--- config.mk ---
export PLATFORM = sky130hd
export DESIGN_NAME = axi_rd_arbiter
export DESIGN_NICKNAME = d
export VERILOG_FILES = /design/src/rtl/axi_rd_arbiter.sv
export SDC_FILE = /design/constraint.sdc
export NUM_CORES = 1
export LEC_CHECK = 0
export ABC_AREA = 1
export CORE_ASPECT_RATIO = 1.75
export CORE_MARGIN = 10
export CORE_UTILIZATION = 33
export DETAILED_ROUTE_END_ITERATION = 6
export GPL_ROUTABILITY_DRIVEN = 1
export HOLD_SLACK_MARGIN = 0.08
export PLACE_DENSITY = 0.82
export SYNTH_ARGS = -nofsm -noshare
export SYNTH_HDL_FRONTEND = slang
export SYNTH_SLANG_ARGS = --single-unit
--- constraint.sdc ---
create_clock -name ACLK -period 1.6 [get_ports ACLK]
set_clock_uncertainty 0.1 [all_clocks]
set_input_delay 0.24 -clock ACLK [delete_from_list [all_inputs] [get_ports ACLK]]
set_output_delay 0.24 -clock ACLK [all_outputs]
set_load 0.02 [all_outputs]
--- src/rtl/axi_rd_arbiter.sv ---
// Two-master / two-slave AXI read-path arbiter with round-robin grant, address decode and default-slave DECERR.
// Optional burst-length checking is enabled by defining AXI_RD_LEN_CHECK_EN.
module axi_rd_arbiter #(
  parameter int unsigned LEN_W = 4
) (
  input  logic             ACLK,
  input  logic             ARESETn,
  input  logic             ARVALID_M0,
  input  logic             ARVALID_M1,
  input  logic [31:0]      ARADDR_M0,
  input  logic [31:0]      ARADDR_M1,
  input  logic [LEN_W-1:0] ARLEN_M0,
  input  logic [LEN_W-1:0] ARLEN_M1,
  input  logic             ARREADY_S0,
  input  logic             ARREADY_S1,
  input  logic             RVALID_S0,
  input  logic             RVALID_S1,
  input  logic             RLAST_S0,
  input  logic             RLAST_S1,
  input  logic             RREADY_M0,
  input  logic             RREADY_M1,
  output logic             grant_m0,
  output logic             grant_m1,
  output logic [1:0]       sel_s,
  output logic             busy,
  output logic [LEN_W-1:0] beat_cnt,
  output logic             ds_active,
  output logic             len_err
);

  typedef enum logic [1:0] {
    ST_IDLE = 2'd0,
    ST_ADDR = 2'd1,
    ST_DATA = 2'd2
  } state_e;

  localparam logic [1:0] SEL_S0 = 2'd0;
  localparam logic [1:0] SEL_S1 = 2'd1;
  localparam logic [1:0] SEL_DS = 2'd2;

  state_e           state_q, state_d;
  logic [1:0]       grant_q, grant_d;
  logic [1:0]       sel_q, sel_d;
  logic [LEN_W-1:0] len_q, len_d;
  logic [LEN_W-1:0] beat_q, beat_d;
  logic             busy_q, busy_d;
  logic             ds_q, ds_d;
  logic             last_q, last_d;

  logic             win_m1_c;
  logic [15:0]      win_hi_c;
  logic [1:0]       dec_c;
  logic             arvalid_g_c;
  logic             arready_s_c;
  logic             rvalid_s_c;
  logic             rlast_s_c;
  logic             rready_g_c;
  logic             ar_hs_c;
  logic             beat_fire_c;
  logic             unused_addr_lo;

  assign unused_addr_lo = ^{ARADDR_M0[15:0], ARADDR_M1[15:0]};

  // Arbitration, decode and selected-channel muxing
  always_comb begin
    win_m1_c    = ARVALID_M1 & (~ARVALID_M0 | ~last_q);
    win_hi_c    = win_m1_c ? ARADDR_M1[31:16] : ARADDR_M0[31:16];
    if (win_hi_c == 16'h0000)      dec_c = SEL_S0;
    else if (win_hi_c == 16'h0001) dec_c = SEL_S1;
    else                           dec_c = SEL_DS;

    arvalid_g_c = grant_q[1] ? ARVALID_M1 : ARVALID_M0;
    rready_g_c  = grant_q[1] ? RREADY_M1  : RREADY_M0;

    arready_s_c = 1'b1;
    rvalid_s_c  = 1'b1;
    rlast_s_c   = (beat_q == '0);
    case (sel_q)
      SEL_S0: begin
        arready_s_c = ARREADY_S0;
        rvalid_s_c  = RVALID_S0;
        rlast_s_c   = RLAST_S0;
      end
      SEL_S1: begin
        arready_s_c = ARREADY_S1;
        rvalid_s_c  = RVALID_S1;
        rlast_s_c   = RLAST_S1;
      end
      default: ;
    endcase

    ar_hs_c     = arvalid_g_c & arready_s_c;
    beat_fire_c = rvalid_s_c & rready_g_c;
  end

  // Next-state and registered-output logic
  always_comb begin
    state_d = state_q;
    grant_d = grant_q;
    sel_d   = sel_q;
    len_d   = len_q;
    beat_d  = beat_q;
    busy_d  = busy_q;
    ds_d    = ds_q;
    last_d  = last_q;

    case (state_q)
      ST_IDLE: begin
        if (ARVALID_M0 | ARVALID_M1) begin
          state_d = ST_ADDR;
          grant_d = win_m1_c ? 2'b10 : 2'b01;
          sel_d   = dec_c;
          len_d   = win_m1_c ? ARLEN_M1 : ARLEN_M0;
          busy_d  = 1'b1;
          ds_d    = (dec_c == SEL_DS);
        end
      end
      ST_ADDR: begin
        if (ar_hs_c) begin
          state_d = ST_DATA;
          beat_d  = len_q;
        end
      end
      ST_DATA: begin
        if (beat_fire_c) begin
          if (rlast_s_c) begin
            state_d = ST_IDLE;
            last_d  = grant_q[1];
            grant_d = 2'b00;
            sel_d   = SEL_S0;
            beat_d  = '0;
            busy_d  = 1'b0;
            ds_d    = 1'b0;
          end else if (beat_q != '0) begin
            beat_d = beat_q - LEN_W'(1);
          end
        end
      end
      default: begin
        state_d = ST_IDLE;
        grant_d = 2'b00;
        sel_d   = SEL_S0;
        beat_d  = '0;
        busy_d  = 1'b0;
        ds_d    = 1'b0;
      end
    endcase
  end

`ifdef AXI_RD_LEN_CHECK_EN
  logic len_err_q, len_err_d;

  // A beat is malformed when RLAST disagrees with the remaining-beat count
  always_comb begin
    len_err_d = 1'b0;
    if (state_q == ST_DATA && beat_fire_c)
      len_err_d = rlast_s_c ^ (beat_q == '0);
  end

  always_ff @(posedge ACLK or negedge ARESETn) begin
    if (!ARESETn) len_err_q <= 1'b0;
    else          len_err_q <= len_err_d;
  end

  assign len_err = len_err_q;
`else
  assign len_err = 1'b0;
`endif

  always_ff @(posedge ACLK or negedge ARESETn) begin
    if (!ARESETn) begin
      state_q <= ST_IDLE;
      grant_q <= 2'b00;
      sel_q   <= SEL_S0;
      len_q   <= '0;
      beat_q  <= '0;
      busy_q  <= 1'b0;
      ds_q    <= 1'b0;
      last_q  <= 1'b1;
    end else begin
      state_q <= state_d;
      grant_q <= grant_d;
      sel_q   <= sel_d;
      len_q   <= len_d;
      beat_q  <= beat_d;
      busy_q  <= busy_d;
      ds_q    <= ds_d;
      last_q  <= last_d;
    end
  end

  assign grant_m0  = grant_q[0];
  assign grant_m1  = grant_q[1];
  assign sel_s     = sel_q;
  assign busy      = busy_q;
  assign beat_cnt  = beat_q;
  assign ds_active = ds_q;

endmodule

Word level (Yosys, flattened, before mapping)

Index checks and enable logic that the tools add are counted.

Output and inout bits: 11
Logic and storage cells: 68
Input port bits: 84
Flip-flop bits (word level): 17

Eq/ne operators: 10
Bitwise gates (word level): 9
$add $sub $neg: 1
Reduce and logical (&&, ||, !) cells: 10
Muxes and demuxes: 30

Operators by type and width:

| operator                                                           | number |
|---|---|
| 4-bit two-way mux                                                  | 5 |
| 2-bit two-way mux                                                  | 9 |
| 2-bit one-hot mux with 3 select lines                              | 3 |
| 16-bit by 1-bit == test with 1-bit output, second input constant   | 1 |
| 16-bit logical NOT                                                 | 1 |
| 16-bit two-way mux                                                 | 1 |
| 4-bit one-hot mux with 3 select lines                              | 1 |
| 4-bit AND reduction                                                | 3 |
| 2-bit != test, second input constant                               | 4 |
| 1-bit two-way mux                                                  | 6 |
| 1-bit one-hot mux with 2 select lines                              | 3 |
| 1-bit one-hot mux with 3 select lines                              | 2 |
| 2-bit by 1-bit == test with 1-bit output, second input constant    | 2 |
| 2-bit == test, second input constant                               | 2 |
| 2-bit logical NOT                                                  | 2 |
| 4-bit logical NOT                                                  | 1 |
| 1-bit NOT                                                          | 4 |
| 4-bit nonzero test                                                 | 1 |
| 4-bit by 1-bit subtractor with 4-bit output, second input constant | 1 |
| 1-bit AND                                                          | 3 |
| 3-bit != test, second input constant                               | 1 |
| 3-bit AND reduction                                                | 1 |
| 1-bit OR                                                           | 2 |
| 2-bit AND reduction                                                | 1 |

Depth between registers and ports, before layout

Depth after elaboration: 10
Mapped depth: 10

Worst setup path after synthesis

No wires, ideal clock.

Path kind: flip-flop to flip-flop
From: register beat_q[0], in the netlist beat_cnt[0]
To: register beat_q[3], in the netlist beat_cnt[3]
Arrival: 1363 ps
Data required time: 1434 ps
Path slack: 71 ps
Period minus slack after synthesis: 1529 ps
Cell stages (with the launch flop): 10
Setup time: 66 ps
Cell sequence: dfrtp_1 -> inv_1 -> ha_1 -> nand3_1 -> inv_1 -> nor2_2 -> nand3_1 -> nand2_1 -> nand3_1 -> nand2_1

Cells in the longest elaborated chain, start to end: 5
Elaborated cells between the ends (all ways): 10
Those cells by class: add/sub (1); eq/ne (1); mux (5); reduce/logical (3)

Ends and longest elaborated chain:

| item                                                                             | line    | text |
|---|---|---|
| from (decl)                                                                      | 45      | `logic [LEN_W-1:0] beat_q, beat_d;` |
| from (signal assigned)                                                           | 185     | `beat_q <= beat_d;` |
| 4-bit by 1-bit subtractor with 4-bit output or 4-bit logical NOT (tied branches) | 135, 77 |  |
| 4-bit two-way mux or 1-bit one-hot mux with 2 select lines (tied branches)       | 134, 78 |  |
| 4-bit two-way mux                                                                | 126     | `if (rlast_s_c) begin` |
| 4-bit two-way mux                                                                | 125     | `if (beat_fire_c) begin` |
| 4-bit one-hot mux with 3 select lines                                            | 107     | `case (state_q)` |

Parallel ways exist; a longest one is shown, timed or not. The select of a mux whose other input is x is not followed.
A chain may end at the register's enable or synchronous reset.

Worst setup path after layout

From: register grant_q[0]
To: output port grant_m0

RTL lines:

| item                   | line | text |
|---|---|---|
| from (decl)            | 42   | `logic [1:0] grant_q, grant_d;` |
| from (signal assigned) | 182  | `grant_q <= grant_d;` |
| to (decl)              | 22   | `output logic grant_m0,` |

No word-level cell between the ends.

==> results.json <==
{
  "worst_ir_drop_vdd_mv": 0.822,
  "wire_per_inst_um": 12.1,
  "clkTransAtPathRegs_ps": 70,
  "area_growth_pct": 65.9,
  "grt_usage_pct": 11.9,
  "layout_commonest_cell": "nand2_1",
  "powerDensity_nw_per_um2": 1470,
  "finalNonFillerCells": 303,
  "critPathTopFamily": "buffers and inverters",
  "num_antenna_cells": 0,
  "clock-root-buffer": "clkbuf_8",
  "drive_gt1_share_pct": 14.4,
  "finalInstanceArea_sq_um": 2010,
  "die_h_um": 100,
  "gp_congestion": 0.856,
  "tritoncts": "yes",
  "multiInputGateArea_sq_um": 733,
  "reg2reg_to": "len_q[0]",
  "r2r_start": "state_q[0]",
  "syn_avg_cell_area_sq_um": 6.60,
  "dr.pass1.iters": 4,
  "cts_num_sinks": 16,
  "dp_hpwl_mm": 3.21,
  "placed_cell_area_sq_um": 1930,
  "ys_ff_latch": 16,
  "hp-class": "in2async",
  "start_kind": "flop",
  "use_met3_pct": 3.34,
  "busiest_layer": "met2",
  "use_met1_pct": 10.8,
  "clk_latency_ps": 250,
  "syn_nets": 273,
  "power_leakage_uw": 0.000990,
  "antenna_found_initial": 0,
  "use_met2_pct": 22.1,
  "vias": 1383,
  "wl_mm": 3.67,
  "setup_viol": 0,
  "cp.arrival_ps": 1210,
  "drv_cap": 0,
  "outcome": "completed",
  "fillers": 335,
  "critPathCaptureType": "output pin",
  "worstPathCellList": "clkdlybuf4s50_1",
  "boundaryPins": 95,
  "slew_violations": 0,
  "yosys-top-cells-area": "dfrtp_1 (31%), nand2_1 (19%), nor2_1 (9.0%)",
  "ant_nets": 0,
  "start_util_pct": 33.8,
  "synth_warnings": 0,
  "core_area_sq_um": 3590,
  "synth_top_area_share_pct": 30.9,
  "min_period_over_period_pct": 96.8,
  "cts-buffers-inserted": 3,
  "ys_seq_area_share_pct": 33.1,
  "drtIter0Drc": 29,
  "grt_pass1_vias": 1519,
  "netlist_area_sq_um": 1210,
  "critPathMaxFanout": 2,
  "critPathMaxStageDelay_ps": 620,
  "worst-path-buf-inv": 1,
  "pre_cts_ws_ps": -108,
  "grt_max_degree": 17,
  "port_buffers": 61,
  "fmax_ghz": 0.646,
  "fin_ws_ps": 52.0,
  "timing.hold.ws_ps": 204,
  "layout_min_cycle_time_ps": 1550,
  "vias_per_cell": 4.56,
  "slowest_stage": "clkdlybuf4s50_1",
  "reg2reg_slack_ps": 110,
  "regArea_sq_um": 403,
  "syn_inst": 184,
  "ff2ff_path_depth": 8,
  "grt_pass1_wl_mm": 6.37,
  "die_w_um": 65.8,
  "final_cell_mix": "nand2_1 (60), clkdlybuf4s50_1 (52), nor2_1 (27)",
  "rows": 29,
  "cp.required_ps": 1260,
  "cts_buffer_depth": 2,
  "hold_viol": 0,
  "dp_cells": 298,
  "grt_overflow": 0,
  "ys_types": 24,
  "htreeDepth": 1,
  "die-area_sq_um": 6600,
  "rsz0062_at_grt": "no",
  "worst-setup-path-type": "reg2out",
  "yosys.area.top_type": "dfrtp_1",
  "route.detailed.drc": 0,
  "nets": 347
}
-- cell families after synthesis --
kind of cell,after synthesis,share of synthesized area (%)
compound gates,15,6.60
simple gates,122,45.8
other cells,1,0.309
buf+inv,24,8.35
xor+xnor,1,0.722
flops,16,33.1
fa+ha+maj,5,5.15
-- stage by stage --
stage	TNS (ps)	utilization, %	power [uW]
after CTS	0	55.1	2930
after global routing	0	56.0	3250
after floorplan	0	-	1920
after detailed placement	-310	53.8	2600
after global placement	-183	53.8	2550
final	0	56.0	2960
-- worst max path at each step --
stage / from / endpoint / slack (ps) / cells past startpoint
6_report: grant_q[0] / grant_m0 / 50 / 1
4_1_cts: state_q[0] / sel_s[0] / 10 / 9
3_5_place_dp: ARVALID_M0 / sel_s[0] / -110 / 8
2_1_floorplan: beat_cnt[0] / beat_cnt[3] / 70 / 9
3_3_place_gp: ARVALID_M0 / sel_s[0] / -80 / 8
5_1_grt: state_q[0] / sel_s[0] / 1 / 8
-- per-layer routing --
layer	vias to the layer above	routed length [um]
met4	0	95
met2	43	2040
met5	-	0
met1	608	1270
met3	7	261
li1	725	-
-- final cells by class --
type / count / share of cell area [%]
timing repair buffer: 72 / 34.1
multi-input combinational: 144 / 36.4
sequential: 16 / 20.0
clock buffer: 4 / 2.73
tap: 46 / 2.86
inverter: 21 / 3.92
-- synth_stat cells, drive strengths merged --
cell,count
nor2,33
buf,3
conb,1
inv,21
a31oi,4
dfrtp,15
or2,1
nor3,1
dfstp,1
a21oi,1
nand2,64
o21ai,10
ha,5
nand3b,1
nand3,22
xor2,1
-- sequential cells by signal (all words and copies together) (netlist names) --
signal	cells
busy	1
grant_q	2
last_q	1
len_q	4
state_q	2
sel_s	2
beat_cnt	4
-- worst register-to-register path: stages (launching register included) --
cell and delay (ps):
dfrtp_1 410, inv_2 70, ha_2 190, inv_2 50
buf_4 150, nor2_2 100, buf_4 150, nor2_1 50
a31oi_1 150
-- what timing repair did --
action / 4_1_cts / 5_1_grt
hold buffers: 0 / 0
gates resized for setup: 8 / 12
setup buffers: 0 / 1
setup endpoints to repair: 8 / 17
cloned: 0 / 0
-- report_power, final --
part | internal (uW) | total [uW] | switching [uW]
logic | 813 | 1870 | 1050
registers | 589 | 725 | 136
clock network | 219 | 369 | 150
total | 1620 | 2960 | 1340
Power figures use the tool's default switching activity.
